===== config.mk =====
export PLATFORM = sky130hd
export DESIGN_NAME = stack_op_sequencer
export DESIGN_NICKNAME = d
export VERILOG_FILES = /design/src/rtl/stack_op_sequencer.sv
export SDC_FILE = /design/constraint.sdc
export NUM_CORES = 1
export LEC_CHECK = 0
export ABC_CLOCK_PERIOD_IN_PS = 4100
export CAP_MARGIN = 10
export CORE_UTILIZATION = 40
export CTS_BUF_LIST = sky130_fd_sc_hd__clkbuf_4
export DETAILED_ROUTE_END_ITERATION = 12
export MAX_ROUTING_LAYER = met4
export PLACE_DENSITY_LB_ADDON = 0.25
export SYNTH_ARGS = -nofsm -noshare
export SYNTH_HDL_FRONTEND = slang
export SYNTH_SLANG_ARGS = --single-unit

===== constraint.sdc =====
create_clock -name clk -period 4.1 [get_ports clk]
set_clock_uncertainty 0.2 [all_clocks]
set_input_delay 0.615 -clock clk [delete_from_list [all_inputs] [get_ports clk]]
set_output_delay 0.615 -clock clk [all_outputs]
set_load 0.05 [all_outputs]

===== src/rtl/stack_op_sequencer.sv =====
// stack_op_sequencer: command sequencer in front of an 8-bit hardware stack.
// It accepts one stack-machine command at a time over a valid/ready handshake.
// Each command becomes a sequence of push/pop/tos strobes, with the ALU step in between.
// Underflow and overflow are caught at accept time from the occupancy count,
// so a rejected command never touches the stack.
// Optional feature: define STACK_SEQ_SWAP_EN to enable opcode 111 as SWAP.
// When it is undefined, opcode 111 is rejected with rsp_err.
module stack_op_sequencer #(
  parameter int unsigned DW      = 8,
  parameter int unsigned DEPTH   = 32,
  parameter int unsigned DEPTH_W = 6
) (
  input  logic               clk,
  input  logic               rst,
  input  logic               cmd_valid,
  output logic               cmd_ready,
  input  logic [2:0]         cmd_op,
  input  logic [DW-1:0]      cmd_imm,
  output logic               rsp_valid,
  output logic [DW-1:0]      rsp_data,
  output logic               rsp_err,
  output logic [DEPTH_W-1:0] depth,
  output logic               stk_push,
  output logic               stk_pop,
  output logic               stk_tos,
  output logic [DW-1:0]      stk_din,
  input  logic [DW-1:0]      stk_dout
);

  localparam logic [2:0] OpPush = 3'b000;
  localparam logic [2:0] OpPop  = 3'b001;
  localparam logic [2:0] OpAdd  = 3'b010;
  localparam logic [2:0] OpSub  = 3'b011;
  localparam logic [2:0] OpAnd  = 3'b100;
  localparam logic [2:0] OpNot  = 3'b101;
  localparam logic [2:0] OpDup  = 3'b110;
`ifdef STACK_SEQ_SWAP_EN
  localparam logic [2:0] OpSwap = 3'b111;
`endif

  typedef enum logic [2:0] {
    StIdle,
    StRd1,
    StRd2,
    StTos,
    StLat,
    StWr,
`ifdef STACK_SEQ_SWAP_EN
    StWr2,
`endif
    StRsp
  } state_e;

  state_e               state_q, state_d;
  logic [2:0]           op_q, op_d;
  logic [DW-1:0]        a_q, a_d;     // first popped operand (top of stack)
  logic [DW-1:0]        res_q, res_d; // result / immediate / popped value
  logic [DEPTH_W-1:0]   depth_q, depth_d;
  logic                 err_q, err_d;
  logic                 reject;
  logic                 two_pop;
  logic                 is_swap;

  // Decide at accept time whether the command would underflow or overflow
  always_comb begin
    reject = 1'b0;
    case (cmd_op)
      OpPush, OpDup:       reject = (depth_q == DEPTH_W'(DEPTH));
      OpPop, OpNot:        reject = (depth_q == '0);
      OpAdd, OpSub, OpAnd: reject = (depth_q < DEPTH_W'(2));
`ifdef STACK_SEQ_SWAP_EN
      OpSwap:              reject = (depth_q < DEPTH_W'(2));
`endif
      default:             reject = 1'b1;
    endcase
  end

  // Classify the captured opcode
  always_comb begin
    two_pop = (op_q == OpAdd) || (op_q == OpSub) || (op_q == OpAnd);
    is_swap = 1'b0;
`ifdef STACK_SEQ_SWAP_EN
    is_swap = (op_q == OpSwap);
    two_pop = two_pop || is_swap;
`endif
  end

  // Next-state, operand capture, ALU and occupancy update
  always_comb begin
    state_d = state_q;
    op_d    = op_q;
    a_d     = a_q;
    res_d   = res_q;
    depth_d = depth_q;
    err_d   = err_q;
    unique case (state_q)
      StIdle: begin
        if (cmd_valid) begin
          op_d  = cmd_op;
          err_d = reject;
          res_d = '0;
          if (reject) begin
            state_d = StRsp;
          end else if (cmd_op == OpPush) begin
            res_d   = cmd_imm;
            state_d = StWr;
          end else if (cmd_op == OpDup) begin
            state_d = StTos;
          end else begin
            state_d = StRd1;
          end
        end
      end
      StRd1:   state_d = two_pop ? StRd2 : StLat;
      StRd2: begin
        a_d     = stk_dout;
        state_d = StLat;
      end
      StTos:   state_d = StLat;
      StLat: begin
        state_d = StWr;
        case (op_q)
          OpPop: begin
            res_d   = stk_dout;
            state_d = StRsp;
          end
          OpAdd:   res_d = stk_dout + a_q;
          OpSub:   res_d = stk_dout - a_q;
          OpAnd:   res_d = stk_dout & a_q;
          OpNot:   res_d = ~stk_dout;
          default: res_d = stk_dout; // DUP value, or B for SWAP
        endcase
      end
`ifdef STACK_SEQ_SWAP_EN
      StWr:    state_d = is_swap ? StWr2 : StRsp;
      StWr2:   state_d = StRsp;
`else
      StWr:    state_d = StRsp;
`endif
      StRsp:   state_d = StIdle;
      default: state_d = StIdle;
    endcase

    // Occupancy changes only on the edge that completes a successful command
    if (state_q != StIdle && state_q != StRsp && state_d == StRsp) begin
      case (op_q)
        OpPush, OpDup:              depth_d = depth_q + DEPTH_W'(1);
        OpPop, OpAdd, OpSub, OpAnd: depth_d = depth_q - DEPTH_W'(1);
        default:                    depth_d = depth_q;
      endcase
    end
  end

  // State and datapath registers
  always_ff @(posedge clk or posedge rst) begin
    if (rst) begin
      state_q <= StIdle;
      op_q    <= OpPush;
      a_q     <= '0;
      res_q   <= '0;
      depth_q <= '0;
      err_q   <= 1'b0;
    end else begin
      state_q <= state_d;
      op_q    <= op_d;
      a_q     <= a_d;
      res_q   <= res_d;
      depth_q <= depth_d;
      err_q   <= err_d;
    end
  end

  // Moore output decode; the SWAP first write pushes A, every other write pushes res_q
  always_comb begin
    cmd_ready = (state_q == StIdle);
    rsp_valid = (state_q == StRsp);
    rsp_err   = (state_q == StRsp) && err_q;
    rsp_data  = res_q;
    depth     = depth_q;
    stk_pop   = (state_q == StRd1) || (state_q == StRd2);
    stk_tos   = (state_q == StTos);
    stk_push  = (state_q == StWr);
    stk_din   = res_q;
`ifdef STACK_SEQ_SWAP_EN
    stk_push  = stk_push || (state_q == StWr2);
    if (state_q == StWr && is_swap) stk_din = a_q;
`endif
  end

endmodule


==> impl_metrics.env <==
export IMPL_outcome="completed"
export IMPL_setup_tns_final_ns=0
export IMPL_drt_initial_drc_count=150
export IMPL_rrSetupSlack_ns=0.93
export IMPL_htreeDepth=2
export IMPL_syn_area_sq_um=2380
export IMPL_hold_path_end="err_q"
export IMPL_rsz0062_at_grt="no"
export IMPL_cts_root_buf="clkbuf_4"
export IMPL_crit_type="reg -> reg"
export IMPL_cts_hold_buf=0
export IMPL_avgSynthCellArea_sq_um=8.80
export IMPL_finalSetupViolations=0
export IMPL_antenna_diode_count=0
export IMPL_min_path_type="reg -> reg"
export IMPL_first_global_vias=2059
export IMPL_place_congestion=0.944
export IMPL_yosysWarnings=0
export IMPL_synthArstFlopShare_pct=100
export IMPL_worstHoldPathCells=1
export IMPL_dieWidth_um=79.1
export IMPL_drc=0
export IMPL_grtUsageTotal_pct=21.1
export IMPL_io_buffers=49
export IMPL_ys_types=55
export IMPL_period_minus_slack_ns=3.17
export IMPL_hpwl_um=4390
export IMPL_cap_violations=0
export IMPL_routed_wl_um=5930
export IMPL_via_per_inst=5.65
export IMPL_rows=27
export IMPL_worstSetupStartpointType="flop"
export IMPL_vias=2153
export IMPL_ios=50
export IMPL_wl_per_cell_um=15.6
export IMPL_antenna_found_initial=0
export IMPL_end_kind="flop"
export IMPL_r2r_end="rsp_data[5]"
export IMPL_core_area_sq_um=5610
export IMPL_initial_core_util_pct=42.4
export IMPL_cp_arrival_ns=3.19
export IMPL_drv_slew=0
export IMPL_grt_first_pass_wirelength_um=9890
export IMPL_gr_total_overflow=0
export IMPL_cts_tree="built"
export IMPL_yosysTopAreaCellShare_pct=30.5
export IMPL_worst_path_largest_cell_delay_ns=0.50
export IMPL_cp_slowest_cell="dfrtp_1"
export IMPL_fp_dieArea_sq_um=6260
export IMPL_syn2layout_area_growth_pct=22.5
export IMPL_netlist_instances=270
export IMPL_crit_chain="nor2b_1 -> and2_1 -> mux2_2 -> inv_1 -> ha_1 -> nor2b_1 -> o21a_1 -> o21a_1 -> o21ai_0 -> mux2i_1 -> a2111o_1"
export IMPL_r2r_start="op_q[0]"
export IMPL_slew_headroom_pct=46.3
export IMPL_fin_nets=346
export IMPL_yosys_area_top_type="dfrtp_1"
export IMPL_synth_edf_count=0
export IMPL_synth_seq_cells=29
export IMPL_cts_buffers=5
export IMPL_clk_pin_slew_worst_paths_ns=0.10
export IMPL_synth_main_ff_cell="dfrtp_1"
export IMPL_synthesis_nets=308
export IMPL_synthTopCellsByArea="dfrtp_1 31%, ha_1 7.4%, a21oi_1 5.1%"
export IMPL_clock_sinks=29
export IMPL_fmax_ghz=0.316
export IMPL_cts_resized=0
export IMPL_post_cts_buffers=0
export IMPL_crit_required_ns=4.12
export IMPL_ant_nets=0
export IMPL_layout_drive_gt1_share_pct=9.71
export IMPL_worst_pin_slew_ns=0.802
export IMPL_clock_latency_ns=0.33
export IMPL_min_period_over_period_pct=77.3
export IMPL_die_h_um=79.1
export IMPL_first_pass_iters=4
export IMPL_ys_seq_area_share_pct=30.5
export IMPL_hold_viol_final=0
export IMPL_hold_start="err_q"
export IMPL_grt_max_degree=17
export IMPL_clockBufferDepth=2
export IMPL_crit_fanout=8
export IMPL_reg2regPathDepth=11
## critical path, delay by kind of cell, from the launching register on
| family | cells | cell delay (ns) |
|---|---|---|
| mux | 2 | 0.52 |
| fa+ha+maj | 1 | 0.21 |
| flops | 1 | 0.50 |
| simple gates | 3 | 0.58 |
| buf+inv | 1 | 0.06 |
| compound gates | 4 | 0.97 |
## state kept, by name, summed over array words and instances (netlist names)
register,cells
state_q,3
a_q,8
rsp_data,8
depth,6
op_q,3
err_q,1
## cells in the mapped netlist (3+ instances only)
master	n
nor2b_1	5
o211ai_1	3
a21o_1	4
xor2_1	5
o21a_1	8
o21ai_0	20
and2_1	4
nor3_1	12
a221o_1	4
nor4_1	3
nor3b_1	4
xnor2_1	12
clkbuf_1	5
dfrtp_1	29
buf_2	5
a21oi_1	24
nor3_2	3
nand2_1	20
mux2_2	10
nor2_1	15
inv_1	9
ha_1	14
buf_4	8
## how the worst max path moves through the flow
stage / start / endpoint / slack [ns] / cells past startpoint
floorplan: op_q[2] / rsp_data[5] / 1.12 / 13
global placement: op_q[0] / rsp_data[5] / 1.03 / 11
detailed placement: op_q[0] / rsp_data[5] / 0.98 / 11
CTS: op_q[0] / rsp_data[5] / 0.94 / 11
global route: op_q[0] / rsp_data[5] / 0.74 / 11
finish: op_q[0] / rsp_data[5] / 0.93 / 11
## metrics by stage
| step | hold slack [ns] | instance area (sq um) | std cells | util [%] | worst slack (ns) |
|---|---|---|---|---|---|
| finish | 0.294 | 2910 | 381 | 51.9 | 0.931 |
| global route | 0.329 | 2910 | 381 | 51.9 | 0.744 |
| CTS | 0.307 | 2910 | 381 | 51.9 | 0.943 |
| detailed placement | 0.284 | 2860 | 373 | 51.0 | 0.983 |
| global placement | 0.272 | 2860 | 373 | 51.0 | 1.03 |
| floorplan | 0.256 | 2380 | 270 | - | 1.12 |
## cell type report
class	count	area, sq um
Fill cell	553	2700
Multi-Input combinational cell	212	1510
Sequential cell	29	726
Timing Repair Buffer	50	498
Tap cell	72	90.1
Clock buffer	6	45.0
Inverter	10	37.5
Clock inverter	2	10.0
## layout by cell type, fill, tap and decap left out, types with 3 or more instances in the layout
master           count
nor2b_1              5
dfrtp_1             29
o21ai_0             20
nor3_2               3
inv_1                9
nor2_1              15
mux2_2              10
nor4_1               3
o211ai_1             3
clkdlybuf4s50_1     49
clkbuf_4             6
xor2_1               5
and2_1               4
nand2_1             20
a221o_1              4
nor3b_1              4
a21o_1               4
ha_1                14
nor3_1              12
o21a_1               8
a21oi_1             24
xnor2_1             12
## cell families (layout without fill, tap and decap cells)
family / Yosys count / after routing / synth area share [%]
simple gates: 87 / 87 / 21.2
compound gates: 80 / 80 / 21.3
flops: 29 / 29 / 30.5
buf+inv: 29 / 68 / 6.10
xor+xnor: 17 / 17 / 6.26
fa+ha+maj: 16 / 16 / 9.05
mux: 12 / 12 / 5.58
## routing by layer
layer | part of all wire [%] | vias up | global-route usage [%]
met3 | 5.7 | 12 | 3.91
met5 | 0 | - | -
met4 | 2.2 | 0 | 9.27
met2 | 44 | 83 | 32.3
met1 | 48 | 1008 | 27.2
li1 | - | 1050 | -
Power is left out: the tool's default activity adds up to more than one toggle a clock period on the data nets, which glitch-free logic cannot reach.
